[src/rtl/rxpybitp.sv]
// rtl/rxpybitp.sv - RX payload bit processor: de-whitening, FEC 2/3 decode, CRC16 check, FHS capture
module rxpybitp #(
    parameter int LEN_W = 13,
    parameter int CNT_W = 8
) (
    input  logic               clk_6M,
    input  logic               rst,
    input  logic               py_st_p,
    input  logic               rxbit,
    input  logic               rxbit_valid_p,
    input  logic [LEN_W-1:0]   pylenbit,
    input  logic               crcencode,
    input  logic               fec32encode,
    input  logic [6:0]         whitening,
    input  logic [7:0]         crc_init_uap,
    input  logic               fhs_capture,
    output logic               py_period,
    output logic               rxpy_bit,
    output logic               rxpy_valid_p,
    output logic [LEN_W-1:0]   rxpy_bitcount,
    output logic               py_endp,
    output logic               crc_ok,
    output logic [CNT_W-1:0]   fec_corr_cnt,
    output logic               fec_uncorr,
    output logic [143:0]       fhs_data
);

    // One extra bit so pylenbit plus the 16 CRC bits (and coded counts) cannot wrap.
    localparam int CW = LEN_W + 1;
    localparam logic [5:0] FEC_G = 6'b110101;

    typedef enum logic [1:0] {S_IDLE, S_RECV, S_DRAIN, S_DONE} state_t;

    state_t           r_state;
    logic [LEN_W-1:0] r_pylen;
    logic             r_crcen;
    logic             r_fecen;
    logic             r_fhscap;
    logic [CW-1:0]    r_codlen;
    logic [CW-1:0]    r_ccnt;
    logic [CW-1:0]    r_dcnt;
    logic [3:0]       r_bpos;
    logic [13:0]      r_sr;
    logic [8:0]       r_hold;
    logic [3:0]       r_left;
    logic [6:0]       r_wlfsr;
    logic [15:0]      r_crc;
    logic [CW-1:0]    r_kidx;

    logic             w_acc;
    logic             w_dw;
    logic [14:0]      w_blk;
    logic             w_blk_done;
    logic [4:0]       w_syn;
    logic             w_corr;
    logic             w_uncorr;
    logic [9:0]       w_fdata;
    logic             w_em_valid;
    logic             w_em_bit;
    logic             w_last_bit;
    logic             w_crc_fb;
    logic [15:0]      w_crc_nxt;
    logic [6:0]       w_lfsr_nxt;
    logic             w_k_data;
    logic             w_k_crc;
    logic             w_start;
    logic [CW-1:0]    w_len;

    // Bit i of the block is the coefficient of D^i; the first received bit is D^14.
    function automatic logic [4:0] f_syn(input logic [14:0] v);
        logic [14:0] t;
        t = v;
        for (int i = 14; i >= 5; i--) begin
            if (t[i]) t = t ^ (15'(FEC_G) << (i - 5));
        end
        return t[4:0];
    endfunction

    assign w_acc      = (r_state == S_RECV) && rxbit_valid_p;
    assign w_dw       = rxbit ^ r_wlfsr[6];
    assign w_blk      = {r_sr, w_dw};
    assign w_blk_done = w_acc && r_fecen && (r_bpos == 4'd14);
    assign w_syn      = f_syn(w_blk);
    assign w_uncorr   = (w_syn != 5'd0) && !w_corr;
    assign w_lfsr_nxt = {r_wlfsr[5:4], r_wlfsr[3] ^ r_wlfsr[6], r_wlfsr[2:0], r_wlfsr[6]};
    assign w_crc_fb   = r_crc[15] ^ w_em_bit;
    assign w_crc_nxt  = {r_crc[14:0], 1'b0} ^ (w_crc_fb ? 16'h1021 : 16'h0000);
    assign w_k_data   = r_kidx < {1'b0, r_pylen};
    assign w_k_crc    = r_kidx < r_codlen;
    assign w_start    = py_st_p && (pylenbit != '0);
    assign w_len      = {1'b0, pylenbit} + (crcencode ? CW'(16) : CW'(0));

    always_comb begin
        w_corr  = 1'b0;
        w_fdata = '0;
        for (int p = 0; p < 15; p++) begin
            if (w_syn == f_syn(15'(1) << p)) w_corr = 1'b1;
        end
        for (int j = 0; j < 10; j++) begin
            w_fdata[j] = w_blk[14-j] ^ (w_syn == f_syn(15'(1) << (14 - j)));
        end
    end

    // Bit 0 of a fresh block goes straight out; bits 1..9 follow from the holding register.
    always_comb begin
        w_em_valid = 1'b0;
        w_em_bit   = 1'b0;
        if (!r_fecen) begin
            w_em_valid = w_acc;
            w_em_bit   = w_dw;
        end else if (r_left != 4'd0) begin
            w_em_valid = 1'b1;
            w_em_bit   = r_hold[0];
        end else if (w_blk_done) begin
            w_em_valid = 1'b1;
            w_em_bit   = w_fdata[0];
        end
    end

    assign w_last_bit = r_fecen ? (w_blk_done && ((r_dcnt + CW'(10)) >= r_codlen))
                                : (w_acc && (r_ccnt == r_codlen - CW'(1)));

    always_ff @(posedge clk_6M) begin
        if (rst) begin
            r_state       <= S_IDLE;
            r_pylen       <= '0;
            r_crcen       <= 1'b0;
            r_fecen       <= 1'b0;
            r_fhscap      <= 1'b0;
            r_codlen      <= '0;
            r_ccnt        <= '0;
            r_dcnt        <= '0;
            r_bpos        <= '0;
            r_sr          <= '0;
            r_hold        <= '0;
            r_left        <= '0;
            r_wlfsr       <= '0;
            r_crc         <= '0;
            r_kidx        <= '0;
            py_period     <= 1'b0;
            rxpy_bit      <= 1'b0;
            rxpy_valid_p  <= 1'b0;
            rxpy_bitcount <= '0;
            py_endp       <= 1'b0;
            crc_ok        <= 1'b0;
            fec_corr_cnt  <= '0;
            fec_uncorr    <= 1'b0;
            fhs_data      <= '0;
        end else if (py_st_p && (r_state != S_IDLE || pylenbit != '0)) begin
            // Start or abort-and-restart; a zero-length start while busy just aborts.
            r_state       <= w_start ? S_RECV : S_IDLE;
            py_period     <= w_start;
            r_pylen       <= pylenbit;
            r_crcen       <= crcencode;
            r_fecen       <= fec32encode;
            r_fhscap      <= fhs_capture;
            r_codlen      <= w_len;
            r_ccnt        <= '0;
            r_dcnt        <= '0;
            r_bpos        <= '0;
            r_sr          <= '0;
            r_hold        <= '0;
            r_left        <= '0;
            r_wlfsr       <= whitening;
            r_crc         <= {8'h00, crc_init_uap};
            r_kidx        <= '0;
            rxpy_bit      <= 1'b0;
            rxpy_valid_p  <= 1'b0;
            rxpy_bitcount <= '0;
            py_endp       <= 1'b0;
            crc_ok        <= 1'b0;
            fec_corr_cnt  <= '0;
            fec_uncorr    <= 1'b0;
        end else begin
            rxpy_valid_p <= 1'b0;
            py_endp      <= 1'b0;
            if (w_acc) begin
                r_wlfsr <= w_lfsr_nxt;
                r_ccnt  <= r_ccnt + CW'(1);
                if (r_fecen) begin
                    r_sr   <= w_blk[13:0];
                    r_bpos <= (r_bpos == 4'd14) ? 4'd0 : r_bpos + 4'd1;
                end
            end
            if (w_blk_done) begin
                r_dcnt <= r_dcnt + CW'(10);
                r_hold <= w_fdata[9:1];
                r_left <= 4'd9;
                if (w_corr && fec_corr_cnt != '1) fec_corr_cnt <= fec_corr_cnt + CNT_W'(1);
                if (w_uncorr) fec_uncorr <= 1'b1;
            end else if (r_left != 4'd0) begin
                r_hold <= {1'b0, r_hold[8:1]};
                r_left <= r_left - 4'd1;
            end
            if (w_em_valid) begin
                r_kidx <= r_kidx + CW'(1);
                if (w_k_crc) r_crc <= w_crc_nxt;
                if (w_k_data) begin
                    rxpy_valid_p  <= 1'b1;
                    rxpy_bit      <= w_em_bit;
                    rxpy_bitcount <= r_kidx[LEN_W-1:0];
                    if (r_fhscap && r_kidx < CW'(144)) fhs_data[r_kidx[7:0]] <= w_em_bit;
                end
            end
            case (r_state)
                S_RECV: if (w_last_bit) r_state <= S_DRAIN;
                S_DRAIN: begin
                    if (r_left == 4'd0) begin
                        r_state <= S_DONE;
                        py_endp <= 1'b1;
                        crc_ok  <= !r_crcen || (r_crc == 16'h0000);
                    end
                end
                S_DONE: begin
                    r_state   <= S_IDLE;
                    py_period <= 1'b0;
                end
                default: r_state <= S_IDLE;
            endcase
        end
    end

endmodule

[config.mk]
export PLATFORM = sky130hd
export DESIGN_NAME = rxpybitp
export DESIGN_NICKNAME = d
export VERILOG_FILES = /design/src/rtl/rxpybitp.sv
export SDC_FILE = /design/constraint.sdc
export NUM_CORES = 1
export LEC_CHECK = 0
export BUFFER_PORTS_ARGS = -buffer_cell sky130_fd_sc_hd__buf_2
export CAP_MARGIN = 30
export CORE_UTILIZATION = 50
export CTS_BUF_LIST = sky130_fd_sc_hd__clkbuf_8
export DETAILED_ROUTE_END_ITERATION = 8
export HOLD_SLACK_MARGIN = 0.03
export PLACE_DENSITY_LB_ADDON = 0.08
export SLEW_MARGIN = 30
export SYNTH_ARGS = -nofsm -noshare
export SYNTH_HDL_FRONTEND = slang
export SYNTH_SLANG_ARGS = --single-unit
[constraint.sdc]
create_clock -name clk_6M -period 4.43 [get_ports clk_6M]
set_clock_uncertainty 0.2 [all_clocks]
set_input_delay 0.2215 -clock clk_6M [delete_from_list [all_inputs] [get_ports clk_6M]]
set_output_delay 0.2215 -clock clk_6M [all_outputs]
set_load 0.03 [all_outputs]
==> reports/results.tsv <==
metric	value	unit
status	finished clean	
cp_max_fo	16	
core	0.0281	sq mm
ys_top_cells_by_count	294 x sky130_fd_sc_hd__dfxtp_1, 201 x sky130_fd_sc_hd__nand2_1, 199 x sky130_fd_sc_hd__a21oi_1, 150 x sky130_fd_sc_hd__nor2_1, 141 x sky130_fd_sc_hd__o21ai_0	
chipHeight	172	um
timing.critical_path.cells	inv_1, ha_1, a21o_1, a21o_1, a21o_1, a21o_1, a21o_1, a211oi_2, and4_1, nand3_1, a21oi_1	
globalplace.congestion	0.876	
die_area	0.0295	sq mm
max-slew-margin-rel	27.1	%
synth_edf_count	0	
placement_rows	61	
initial_antenna_violation_count	0	
synth_seq_cells	294	
cts-buffers-inserted	51	
cp-start-kind	register	
grt_max_degree	189	
io-pin-count	207	
drt_pass1_iterations	5	
route.detailed.vias_per_inst	5.69	
clk_root_buffer_cell	sky130_fd_sc_hd__clkbuf_8	
drive_above_1_share	17.0	%
global_route.usage.total	28.8	%
grt_first_pass_wirelength	67.0	mm
required	4.73	ns
cpPeakStageDelay	0.79	ns
ys_dominant_reg_cell	sky130_fd_sc_hd__dfxtp_1	
antenna-diode-count	0	
max-clock-path-buffers	3	
final_nets	2043	
cp_data_arrival_time	4.03	ns
routed-via-count	13503	
tritoncts	built	
asyncSetResetFlopFracSynth	0	%
drtAntennaViolNets	0	
area.growth.synth_to_final	19.7	%
maxClockFrequency	0.268	GHz
port_buffers	206	
post-route-drc-count	0	
mappedNetlistArea	0.0144	sq mm
wire_per_inst	18.2	um
cts_resized	0	
synthDominantCellAreaShare	40.9	%
min_period_over_period	84.2	%
grt_overflow_total	0	
reg_clk_slew_reported_paths	0.06	ns
ys_seq_area_share	40.9	%
synth.avg_cell_area	8.20	sq um
fin_hold_viols	0	
power_leakage	7.05	nW
wl	43.2	mm
hold-path-cell-count	3	
dp.final_hpwl	28.6	mm
post_synth_num_cell_types	66	
synth.area.top_cells	sky130_fd_sc_hd__dfxtp_1 41%, sky130_fd_sc_hd__a21oi_1 6.9%, sky130_fd_sc_hd__nand2_1 5.2%	
worst_skew_pair.late_latency	0.59	ns
period_needed	3.73	ns
setup_violations	0	
hold_path_class	input port to register	
initial_utilization	51.3	%
yosysWarningCount	0	
power-per-cell-area	335	mW/mm^2
critPathKind	register to register	
worst_setup_path_end_kind	register	
crit_path_top_delay_cell	sky130_fd_sc_hd__and4_1	
cts.sinks	294	
post_cts_buffers	0	
synthCells	1757	
yosysMostFrequentCell	sky130_fd_sc_hd__dfxtp_1	
setup_tns	0	ns
setup_repair_after_global_routing_missed_its_margin	no	
synth.largest_area_cell	sky130_fd_sc_hd__dfxtp_1	
worst_slew_pin_slew	1.09	ns
finalMaxSlewViolations	0	
crit_path_frequent_cell	sky130_fd_sc_hd__a21o_1	
final_core_util	61.4	%
drv.max_cap_violation_count	0	
reg2reg_depth	11	
ctsHtreeMaxLevel	2	
first_iter_violations	1270	
syn_nets	1844	
vdd.ir_drop.worst	0.000196	V
grt_pass1_vias	12570	
die_width	172	um
## registers in the layout, summed over array words and instances, names as in the netlist
register	cells
r_hold	9
r_pylen	13
r_codlen	10
py_endp	1
crc_ok	1
fec_corr_cnt	8
py_period	1
rxpy_bitcount	13
r_ccnt	14
r_state	2
r_crc	16
r_bpos	4
rxpy_bit	1
r_fecen	1
r_dcnt	13
fec_uncorr	1
r_wlfsr	7
r_left	4
r_crcen	1
r_sr	14
r_kidx	14
rxpy_valid_p	1
fhs_data	144
r_fhscap	1
## placed cells by master, fill, tap and decap left out, drive strengths merged, types with 3 or more instances in the layout
master       synthesis  layout
buf                 34     243
mux2i               50      50
o211ai               4       4
and3                11      11
a21o                11      11
and4                 6       6
or2                  3       3
and2                20      20
nand3              111     111
clkbuf             104      67
a211oi              19      19
nand2              201     201
dfxtp              294     294
nor2               150     150
nor3                16      16
inv                 35      58
nor2b                9       9
nand3b               3       3
or3                 17      17
nor4b                3       3
dlygate4sd3          0      41
nand4               70      70
o21ai              143     143
a21oi              199     199
nor4                14      14
xnor2               49      49
ha                  51      51
xor2                58      58
a31oi                6       6
nand2b               6       6
xnor3                7       7
a311oi              14      14
o21a                 5       5
## kinds of logic (layout without fill, tap and decap cells)
logic type	after synthesis	count (layout)	synth area share [%]
simple gates	648	648	21.4
xor+xnor	116	116	8.27
fa+ha+maj	53	53	4.57
mux	52	52	3.63
compound gates	421	421	16.5
flops	294	294	40.9
buf+inv	173	413	4.76
## layout make-up
type	count	area, sq um
Tap cell	378	473
Multi-Input combinational cell	1290	7880
Inverter	35	131
Clock buffer	67	922
Fill cell	2588	10900
Sequential cell	294	5890
Clock inverter	27	174
Timing Repair Buffer	284	1770
## critical path: cells and delay by family (launching register included)
family          cells  cell delay [ns]
compound gates      7             1.70
simple gates        2             0.96
flops               1             0.36
fa+ha+maj           1             0.31
buf+inv             1             0.11
## layer usage
| layer | routed length, um | global-route usage (%) | vias to the layer above |
|---|---|---|---|
| li1 | - | - | 6557 |
| met4 | 1310 | 11.3 | 0 |
| met1 | 19300 | 39.3 | 6374 |
| met3 | 3530 | 6.97 | 96 |
| met2 | 19000 | 43.7 | 476 |
| met5 | 0 | 0 | - |
## report_power, final
part / switching [mW] / internal, mW
combinational: 0.297 / 0.174
clock: 1.13 / 1.47
sequential: 0.0282 / 2.67
## per-stage QoR
| step | instance area [sq um] | std cells | setup slack, ns | total power, mW | hold WS (ns) |
|---|---|---|---|---|---|
| 2_1_floorplan | 14400 | 1757 | 1.23 | 3.06 | 0.157 |
| 3_3_place_gp | 15700 | 2240 | 0.789 | 3.19 | 0.243 |
| 3_5_place_dp | 15700 | 2240 | 0.739 | 3.19 | 0.244 |
| 4_1_cts | 17200 | 2375 | 0.700 | 5.82 | 0.106 |
| 5_1_grt | 17200 | 2375 | 0.442 | 5.99 | 0.152 |
| 6_report | 17200 | 2375 | 0.699 | 5.78 | 0.107 |
## final timing paths
kind,startpoint,endpoint,slack (ns)
setup / recovery,r_pylen[1]$_SDFFE_PP0P_,fhs_data[125]$_SDFFE_PP0P_,0.70
hold / removal,rst,fhs_data[68]$_SDFFE_PP0P_,0.11
setup reg to reg,r_pylen[1]$_SDFFE_PP0P_,fhs_data[125]$_SDFFE_PP0P_,0.70
hold reg to reg,rxpy_bitcount[7]$_SDFFE_PP0P_,rxpy_bitcount[7]$_SDFFE_PP0P_,0.25
## timing repair
item,in CTS,in global routing
hold endpoints to repair,45,0
setup endpoints to repair,0,0
hold buffers,41,0
Note: power is estimated with default switching activity, not from simulation.
